==> src/rtl/dmem_arbiter.sv <==
// dmem_arbiter
//   Sequencing controller and two-way round-robin arbiter in front of the
//   single-port data memory. Port P (pipeline MEM stage) and port D
//   (debug/program loader) share the memory; each access holds the memory
//   port for LATENCY cycles, and port P sees a stall while its request is
//   outstanding.
//
// Ports
//   clk, reset            clock, asynchronous active-high reset
//   p_req/p_we/p_addr/p_wdata  pipeline request (held until p_ack)
//   p_rdata, p_ack, p_stall    pipeline read data, completion pulse, stall
//   d_req/d_we/d_addr/d_wdata  debug request (same semantics as port P)
//   d_rdata, d_ack             debug read data, completion pulse
//   mem_addr/mem_wdata/mem_write/mem_read/mem_rdata  memory side
//
// Addresses are byte addresses passed through unmodified; the memory
// itself performs the addr>>2 word selection.

module dmem_arbiter #(
  parameter int DATA_W  = 32,
  parameter int ADDR_W  = 32,
  parameter int LATENCY = 2   // legal range 1..15
) (
  input  logic              clk,
  input  logic              reset,
  input  logic              p_req,
  input  logic              p_we,
  input  logic [ADDR_W-1:0] p_addr,
  input  logic [DATA_W-1:0] p_wdata,
  output logic [DATA_W-1:0] p_rdata,
  output logic              p_ack,
  output logic              p_stall,
  input  logic              d_req,
  input  logic              d_we,
  input  logic [ADDR_W-1:0] d_addr,
  input  logic [DATA_W-1:0] d_wdata,
  output logic [DATA_W-1:0] d_rdata,
  output logic              d_ack,
  output logic [ADDR_W-1:0] mem_addr,
  output logic [DATA_W-1:0] mem_wdata,
  output logic              mem_write,
  output logic              mem_read,
  input  logic [DATA_W-1:0] mem_rdata
);

  typedef enum logic [1:0] {
    S_IDLE,
    S_BUSY,
    S_DONE
  } state_t;

  typedef enum logic {
    OWN_P,
    OWN_D
  } owner_t;

  localparam logic [3:0] CNT_INIT = 4'(LATENCY - 1);

  state_t              state_q, state_d;
  owner_t              owner_q, last_grant_q;
  logic [3:0]          cnt_q;
  logic                we_q;
  logic [ADDR_W-1:0]   addr_q;
  logic [DATA_W-1:0]   wdata_q;

  logic                start;
  logic                grant_d;
  logic                busy;
  logic                done;

  // D wins when it is the only requester, or on a tie when P was granted last.
  assign grant_d = d_req & (~p_req | (last_grant_q == OWN_P));
  assign start   = (state_q == S_IDLE) & (p_req | d_req);

  // State register
  always_ff @(posedge clk or posedge reset) begin
    if (reset) begin
      state_q <= S_IDLE;
    end else begin
      state_q <= state_d;
    end
  end

  // Next-state logic
  always_comb begin
    state_d = state_q;
    unique case (state_q)
      S_IDLE:  if (p_req || d_req) state_d = S_BUSY;
      S_BUSY:  if (cnt_q == '0)    state_d = S_DONE;
      S_DONE:  state_d = S_IDLE;
      default: state_d = S_IDLE;
    endcase
  end

  // Access latch, latency counter and per-port read-data registers
  always_ff @(posedge clk or posedge reset) begin
    if (reset) begin
      owner_q      <= OWN_P;
      last_grant_q <= OWN_D;
      cnt_q        <= '0;
      we_q         <= 1'b0;
      addr_q       <= '0;
      wdata_q      <= '0;
      p_rdata      <= '0;
      d_rdata      <= '0;
    end else begin
      if (start) begin
        owner_q      <= grant_d ? OWN_D : OWN_P;
        last_grant_q <= grant_d ? OWN_D : OWN_P;
        we_q         <= grant_d ? d_we    : p_we;
        addr_q       <= grant_d ? d_addr  : p_addr;
        wdata_q      <= grant_d ? d_wdata : p_wdata;
        cnt_q        <= CNT_INIT;
      end else if (state_q == S_BUSY) begin
        if (cnt_q != '0) begin
          cnt_q <= cnt_q - 4'd1;
        end else if (owner_q == OWN_P) begin
          p_rdata <= we_q ? '0 : mem_rdata;
        end else begin
          d_rdata <= we_q ? '0 : mem_rdata;
        end
      end
    end
  end

  assign busy = (state_q == S_BUSY);
  assign done = (state_q == S_DONE);

  // Latched address/data stay on the bus after the access; only the strobes drop.
  assign mem_addr  = addr_q;
  assign mem_wdata = wdata_q;
  assign mem_read  = busy & ~we_q;
  // A single write edge per access, on the final BUSY cycle, so a reset
  // earlier in BUSY leaves memory untouched.
  assign mem_write = busy & we_q & (cnt_q == '0);

  assign p_ack   = done & (owner_q == OWN_P);
  assign d_ack   = done & (owner_q == OWN_D);
  assign p_stall = p_req & ~p_ack;

endmodule
==> config.mk <==
export PLATFORM = sky130hd
export DESIGN_NAME = dmem_arbiter
export DESIGN_NICKNAME = d
export VERILOG_FILES = /design/src/rtl/dmem_arbiter.sv
export SDC_FILE = /design/constraint.sdc
export NUM_CORES = 1
export LEC_CHECK = 0
export CORE_MARGIN = 1.5
export CORE_UTILIZATION = 46
export CTS_BUF_LIST = sky130_fd_sc_hd__clkbuf_8
export DETAILED_ROUTE_END_ITERATION = 12
export PLACE_DENSITY = 0.87
export SLEW_MARGIN = 20
export SYNTH_ARGS = -nofsm -noshare
export SYNTH_HDL_FRONTEND = slang
export SYNTH_SLANG_ARGS = --single-unit
==> constraint.sdc <==
create_clock -name clk -period 6.4 [get_ports clk]
set_input_delay 0.96 -clock clk [delete_from_list [all_inputs] [get_ports clk]]
set_output_delay 0.96 -clock clk [all_outputs]
set_load 0.1 [all_outputs]
-- After elaboration in Yosys (flattened, before gate mapping)
Index checks and enable logic that the tools add are counted.
- input port bits: 166
- flip-flop bits (word level): 137
- output and inout bits: 133
- word-level logic and storage cells: 52
- muxes and demuxes: 11
- equality and inequality tests: 4
- $add $sub $neg: 1
- bitwise gates (word level): 17
- reductions and logical operators: 10
- operator list (kind ; count):
    $mux W32 ; 3
    $mux W4 ; 3
    $and A1 B1 Y1 ; 8
    $reduce_and A4 Y1 ; 2
    $not A1 Y1 ; 7
    $logic_not A4 Y1 ; 1
    $mux W2 ; 2
    $ne A2 B1 Y1 const B ; 2
    $pmux W2 S2 ; 1
    $reduce_and A2 Y1 ; 2
    $reduce_bool A2 Y1 ; 2
    $reduce_bool A4 Y1 ; 1
    $sub A4 B1 Y4 const B ; 1
    $eq A2 B1 Y1 const B ; 1
    $eq A2 B2 Y1 const B ; 1
    $logic_not A2 Y1 ; 1
    $mux W1 ; 2
    $or A1 B1 Y1 ; 2
    $logic_or A1 B1 Y1 ; 1

-- Depth between registers and ports, before layout
Gate-level depths: netlist of run 1.
- depth after elaboration: 4
- depth in mapped cells: 7
- depth with buffers taken out: 5

-- Worst setup path before layout of run 1
OpenSTA, ideal clock, no wires.
- kind: register -> output
- start point: register state_q[1]
- end point: output port p_stall
- path slack: 1.411 ns
- cell stages (with the launch flop): 3
- buffers on the path: 0
- data arrival time: 4.029 ns
- required time: 5.440 ns
- cells stage by stage: dfrtp_1 -> nor3b_1 -> nor2b_1
- longest elaborated chain between the ends: 4
- ends and longest elaborated chain (item ; line ; source):
    from (decl) ; 59 ; state_t state_q, state_d;
    from (signal assigned) ; 80 ; state_q <= state_d;
    $eq A2 B2 Y1 ; 127 ; assign done = (state_q == S_DONE);
    $and A1 B1 Y1 ; 137 ; assign p_ack = done & (owner_q == OWN_P);
    via p_ack ; 31 ; output logic p_ack,
    $not A1 Y1 ; 139 ; assign p_stall = p_req & ~p_ack;
    $and A1 B1 Y1 ; 139 ;
    to (decl) ; 32 ; output logic p_stall,
The timed path passes the listed nets, and every way through them passes these cells.

-- Worst setup path after layout of run 1
- start point: input port p_req
- end point: output port p_stall
- longest elaborated chain between the ends: 1
- ends and longest elaborated chain (item ; line ; source):
    from (decl) ; 26 ; input logic p_req,
    $and A1 B1 Y1 ; 139 ;
No other way between the ends.

==> key figures, run 1 <==
Outcome
  • Status: completed

Placed design
  • Count of port buffers added during placement: between 200 and 300
  • Hpwl dp: between 10,000 and 15,000 um
  • RePlAce Congestion: slightly above 0.8

STA
  • Final Hold Violating Endpoints: 0
  • Post-route clock period utilization: 0.604
  • FMAX: around 0.26 GHz
  • Final worst path period need: about 3.9 ns
  • Slew headroom: 0.280
  • Unrepaired setup endpoints after global routing: no
  • Setup violations, final: 0
  • Post-Route Skew: approximately 0.018 ns
  • Max-slew violation count: 0
  • Slew @ Worst Pin: 1.08 ns
  • Setup TNS: 0 ns

Global routing
  • Pin count of the biggest net entering global routing: 86
  • Total global routing overflow: 0
  • Tot GR Track Use: 0.257
  • Number of global-route vias before repair: between 5k and 6k
  • Initial antenna violation count: 0
  • First-pass GRT wire length: ~29,000 um

Final layout
  • Area delta synth->final: 54.8%
  • Antenna cells: 0
  • Fill count: roughly 940
  • Layout cells sized above 1: 0.155
  • Net count, final: just over 1k

Synthesis
  • Synth top area cells: dfrtp_1 55%, mux2_2 12%, nand2_1 8.1%
  • Synth Warn #: 0
  • Synth Register Bits: roughly 140
  • Post-synth top area cell: dfrtp_1
  • Post-synthesis cell count: roughly 580
  • Synth Net Count: between 700 and 800
  • Mapped cell area: just over 6000 um^2
  • Post-synth top area share: 0.547
  • Seq/Total Area, Yosys: 0.551
  • Synth Area per Inst: around 11 um^2
  • Netlist cell types: 32

Setup path
  • Arrival time at the worst endpoint: 2.90 ns
  • Register-to-Register Path Depth: 5
  • Peak fanout along the critical path: 5
  • Crit. End Element: output port
  • Crit path kind: in2out
  • Launching point of the worst reg2reg path: cnt_q[0]
  • Setup slack, reg-to-reg: roughly 4.1 ns
  • Reg-to-reg endpoint: d_rdata[30]
  • CP required: approximately 5.4 ns
  • CP Launch Type: primary input

Die
  • Initial core utilization: 0.470
  • Die area: approximately 14,000 um^2
  • Die Y: roughly 120 um
  • Core area: ~13,000 um^2
  • Placement Rows: 42
  • IO Pins: around 300
  • Die W: ~120 um

Detailed routing
  • DR vias/cell: about 5.5
  • DRT Pass-1 Iters: 5
  • DR WL/cell: around 17 um
  • Post-route DRC: 0
  • Antenna-violating nets left: 0
  • DRT iter0 DRCs: around 310
  • Detailed-route via count: 5,702
  • Final wirelength: 18,300 um

Min path
  • Hold path start: p_rdata[21]
  • Worst hold path endpoint: p_rdata[21]
  • Hold depth: 1
  • Worst hold path type: reg2reg

CTS
  • Post_cts resized: 0
  • Worst-Skew Late Latency: about 0.43 ns
  • CTS Hold Bufs: 0
  • CTS root buffer: clkbuf_8
  • Setup Fix Bufs, Post-CTS: 0
  • H-tree Lvls: 4
  • CTS sink count: ~140
  • CTS tree: yes
  • CTS clk-pin slew, worst paths: roughly 0.07 ns
  • CTS max path bufs: 2
  • CTS Buf Count: 17

Job
  • Max-cap violations: 0
-- cells in the mapped netlist, drive strengths merged --
library cell and n:
nor3b 2, inv 4, a21boi 1, a21oi 66
nor3 4, buf 21, a31oi 65, a211oi 1
o21ai 2, nand2 134, or3b 1, clkbuf 25
a31o 1, nor2 2, nand3b 2, dfstp 1
dfrtp 136, and2 2, and4bb 1, ha 1
nor2b 35, a21bo 1, or2 1, and3 2
mux2i 2, mux2 66
-- how the worst max path moves through the flow --
stage	start	slack, ns	endpoint	cells after the start
2_1_floorplan	state_q[1]	1.41	p_stall	2
3_3_place_gp	p_req	2.59	p_stall	3
3_5_place_dp	p_req	2.52	mem_wdata[26]	6
4_1_cts	we_q	2.44	mem_write	2
5_1_grt	cnt_q[0]	2.43	mem_write	6
6_report	p_req	2.54	p_stall	3
-- cells in the final DEF, fill, tap and decap left out --
| cell | synthesis | layout |
|---|---|---|
| clkinv_4 | 0 | 2 |
| nor2_4 | 0 | 1 |
| a21oi_1 | 66 | 66 |
| dfrtp_2 | 0 | 1 |
| ha_1 | 1 | 1 |
| and2_1 | 2 | 1 |
| or2_2 | 0 | 1 |
| and2_2 | 0 | 1 |
| inv_1 | 4 | 4 |
| or3b_2 | 1 | 1 |
| o21ai_0 | 2 | 2 |
| clkinv_2 | 0 | 3 |
| nand3b_1 | 1 | 1 |
| nand3b_2 | 1 | 1 |
| mux2_2 | 66 | 66 |
| a31oi_2 | 20 | 20 |
| nor3b_1 | 2 | 2 |
| dfstp_2 | 1 | 1 |
| a21boi_4 | 0 | 1 |
| clkdlybuf4s50_1 | 0 | 298 |
| mux2i_1 | 2 | 2 |
| nand2_1 | 134 | 134 |
| a211oi_1 | 1 | 1 |
| buf_4 | 9 | 6 |
| a21bo_4 | 0 | 1 |
| clkbuf_8 | 0 | 17 |
| and3_1 | 2 | 2 |
| and4bb_2 | 1 | 1 |
| nor2b_1 | 35 | 35 |
| nor2_1 | 2 | 1 |
| bufinv_16 | 0 | 2 |
| dfrtp_1 | 136 | 135 |
| inv_6 | 0 | 4 |
| nor3_1 | 4 | 4 |
| a31oi_1 | 45 | 45 |
| a31o_2 | 1 | 1 |
| clkinvlp_4 | 0 | 4 |
-- cell type report --
class / instances / area, um^2 / share of cell area
clock inverters: 15 / 153 / 0.0159
well taps: 176 / 220 / 0.0229
clock buffers: 17 / 234 / 0.0243
inverters: 4 / 20.0 / 0.00208
multi-input cells: 392 / 2540 / 0.264
repair buffers: 304 / 3030 / 0.314
flip-flops and latches: 137 / 3430 / 0.356
-- cells by family after synthesis --
family / count (synthesis) / share of synthesized area
fa+ha+maj: 1 / 0.00201
flops: 137 / 0.551
buf+inv: 50 / 0.0439
simple gates: 186 / 0.134
compound gates: 137 / 0.146
mux: 68 / 0.123
-- critical path: stages --
cell and delay, ns:
clkdlybuf4s50_1 0.61, nor2b_1 0.19, clkdlybuf4s50_1 1.14
-- state kept, by name, indices dropped and copies added (netlist names) --
signal        count
state_q           2
cnt_q             4
mem_addr         32
p_rdata          32
last_grant_q      1
mem_wdata        32
d_rdata          32
owner_q           1
we_q              1
-- stage by stage --
stage	setup slack [ns]	utilization	cells	hold WS [ns]	area [um^2]
2_1_floorplan	1.41	-	579	0.469	6220
3_3_place_gp	2.59	0.697	1013	0.485	9240
3_5_place_dp	2.52	0.698	1013	0.492	9240
4_1_cts	2.44	0.727	1045	0.507	9630
5_1_grt	2.43	0.727	1045	0.522	9630
6_report	2.54	0.727	1045	0.505	9630
-- routing by layer --
metal / share of wire / up-vias / track usage
met3: 0.071 / 53 / 0.0580
met1: 0.38 / 2755 / 0.300
li1: - / 2569 / -
met2: 0.52 / 325 / 0.456
met4: 0.030 / 0 / 0.105
met5: 0 / - / 0
Power of run 1 is not shown: default switching activity piles up to over one toggle a cycle in this logic, so the estimate is an artifact.
==> run 2, diff against run 1 <==
--- a/config.mk
+++ b/config.mk
@@ -6,10 +6,10 @@
 export NUM_CORES = 1
 export LEC_CHECK = 0
 export CORE_MARGIN = 1.5
-export CORE_UTILIZATION = 46
+export CORE_UTILIZATION = 38
 export CTS_BUF_LIST = sky130_fd_sc_hd__clkbuf_8
 export DETAILED_ROUTE_END_ITERATION = 12
-export PLACE_DENSITY = 0.87
+export PLACE_DENSITY = 0.77
 export SLEW_MARGIN = 20
 export SYNTH_ARGS = -nofsm -noshare
 export SYNTH_HDL_FRONTEND = slang
==> constraint.sdc (replaced) <==
create_clock -name clk -period 3.5 [get_ports clk]
set_input_delay 0.525 -clock clk [delete_from_list [all_inputs] [get_ports clk]]
set_output_delay 0.525 -clock clk [all_outputs]
set_load 0.1 [all_outputs]
==> run 2 against run 1 <==
  * Global-route usage shrank 4.2 points
  * Critical path depth decreased by 2
  * Setup slack worse by 1.6 ns
  * Utilization is 11 points lower
  * Register-to-register slack got worse by 2.5 ns
  * Sequential share of layout area is 0.52 points lower
  * Final cell count up 4.2%
  * Routed wire length rose by 1.8%
  * Hold slack lost 0.00054 ns
  * Design area is 1.4% higher
  * Clock-buffer cell count up 1
  * Critical path type is now reg2out
==> key figures, run 2 (same netlist as run 1, synthesis figures left out) <==
Detailed routing
  • Detailed-route via count: roughly 5.4k
  • Antenna-violating nets left: 0
  • Final wirelength: around 19,000 um
  • Post-route DRC: 0
  • DR WL/cell: 17.1 um
  • DRT Pass-1 Iters: 4
  • DRT iter0 DRCs: roughly 190
  • DR vias/cell: 4.98

Final layout
  • Commonest non-fill, non-tap cell in the layout: clkdlybuf4s50_1
  • Antenna cells: 0
  • Post-layout util: 0.613
  • Net count, final: 1,028
  • Area delta synth->final: 57.1%
  • Layout cells sized above 1: 0.166
  • Most frequent cells in the layout: 293 x clkdlybuf4s50_1, 136 x dfrtp_1, 134 x nand2_1, 66 x a21oi_1, 66 x mux2_2
  • Fill count: around 1.4k

CTS
  • CTS tree: yes
  • Setup Fix Bufs, Post-CTS: 0
  • CTS clk-pin slew, worst paths: approximately 0.070 ns
  • CTS sink count: 137
  • CTS Hold Bufs: 0
  • CTS max path bufs: 2
  • H-tree Lvls: 4
  • Worst-Skew Late Latency: roughly 0.44 ns
  • CTS Buf Count: 17
  • CTS root buffer: clkbuf_8
  • Post_cts resized: 0

Global routing
  • M2 GR Usage: 0.371
  • First-pass GRT wire length: 28,200 um
  • Number of global-route vias before repair: 5,483
  • Pin count of the biggest net entering global routing: ~140
  • Tot GR Track Use: 0.215
  • Total global routing overflow: 0
  • Met1 GRT Util: 0.243
  • Initial antenna violation count: 0
  • Layer with the highest usage: met2
  • M3 GR Usage: 0.0867

Die
  • IO Pins: between 200 and 300
  • Die Y: approximately 130 um
  • Placement Rows: 46
  • Die W: ~130 um
  • Core area: 15,900 um^2
  • Initial core utilization: 0.390
  • Die area: approximately 17,000 um^2

STA
  • Unrepaired setup endpoints after global routing: no
  • Final worst path period need: between 2 and 3 ns
  • Max-slew violation count: 0
  • Final Hold Violating Endpoints: 0
  • Post-Route Skew: approximately 0.013 ns
  • Final WS setup: roughly 0.98 ns
  • Slew headroom: 0.299
  • Hold slack: roughly 0.5 ns
  • Setup TNS: 0 ns
  • FMAX: about 0.40 GHz
  • Slew @ Worst Pin: approximately 1.0 ns
  • Post-route clock period utilization: 0.721
  • Setup violations, final: 0

Setup path
  • Crit path max-delay family: buffers and inverters
  • CP cell instances: clkdlybuf4s50_1
  • Slowest stage cell, crit path: clkdlybuf4s50_1
  • CP required: 2.97 ns
  • Arrival time at the worst endpoint: around 2.0 ns
  • Peak fanout along the critical path: 2
  • Crit. End Element: output port
  • CP Launch Type: register
  • Slowest cell delay on critical path: around 1.2 ns
  • Reg-to-reg endpoint: d_rdata[0]
  • Register-to-Register Path Depth: 6
  • Setup slack, reg-to-reg: approximately 1.6 ns
  • Buffers & Inverters on Critical Path: 1
  • Crit path kind: reg2out
  • Launching point of the worst reg2reg path: cnt_q[0]

Min path
  • Hold path start: p_rdata[1]
  • Hold depth: 1
  • Worst hold path endpoint: p_rdata[1]
  • Worst hold path type: reg2reg

Outcome
  • Status: completed

Placed design
  • Hpwl dp: around 13,000 um
  • Count of port buffers added during placement: 298
  • RePlAce Congestion: ~0.80
  • Worst slack at placement: between 0.9 and 1 ns

Job
  • Max-cap violations: 0
==> run 2: worst reg2reg max path, delay by kind of cell, from the launching register on <==
| kind | cells | cell delay (ns) |
|---|---|---|
| DFF | 1 | 0.40 |
| adders and majority gates | 1 | 0.23 |
| muxes | 1 | 0.41 |
| buffers and inverters | 2 | 0.46 |
| and+or+nand+nor | 2 | 0.34 |
==> run 2: final cells by class <==
cell class                      count  area (um^2)  area share
Inverter                            4         18.8     0.00192
Multi-Input combinational cell    392         2540       0.260
Tap cell                          216          270      0.0277
Sequential cell                   137         3430       0.351
Clock inverter                     13          169      0.0173
Clock buffer                       18          248      0.0254
Timing Repair Buffer              309         3090       0.316
==> run 2: worst max-delay path by stage <==
| stage | endpoint | from | cells past startpoint |
|---|---|---|---|
| after global placement | mem_addr[18] | p_req | 5 |
| after CTS | mem_write | cnt_q[0] | 6 |
| after detailed placement | mem_addr[25] | p_req | 5 |
| after global routing | mem_write | cnt_q[0] | 6 |
| after floorplan | mem_read | we_q | 2 |
| final | mem_addr[15] | mem_addr[15] | 1 |
==> run 2: routing by layer <==
metal  routed length, um  vias up
li1                    -     2568
met1                7160     2601
met2                9250      235
met3                1900       21
met4                 284        0
met5                   0        -
==> run 2: through the flow <==
stage               std cells  instance area, um^2
global route             1089                 9770
CTS                      1089                 9770
global placement         1058                 9350
floorplan                 579                 6230
finish                   1089                 9770
detailed placement       1058                 9350
Power of run 2 is left out for the same reason.
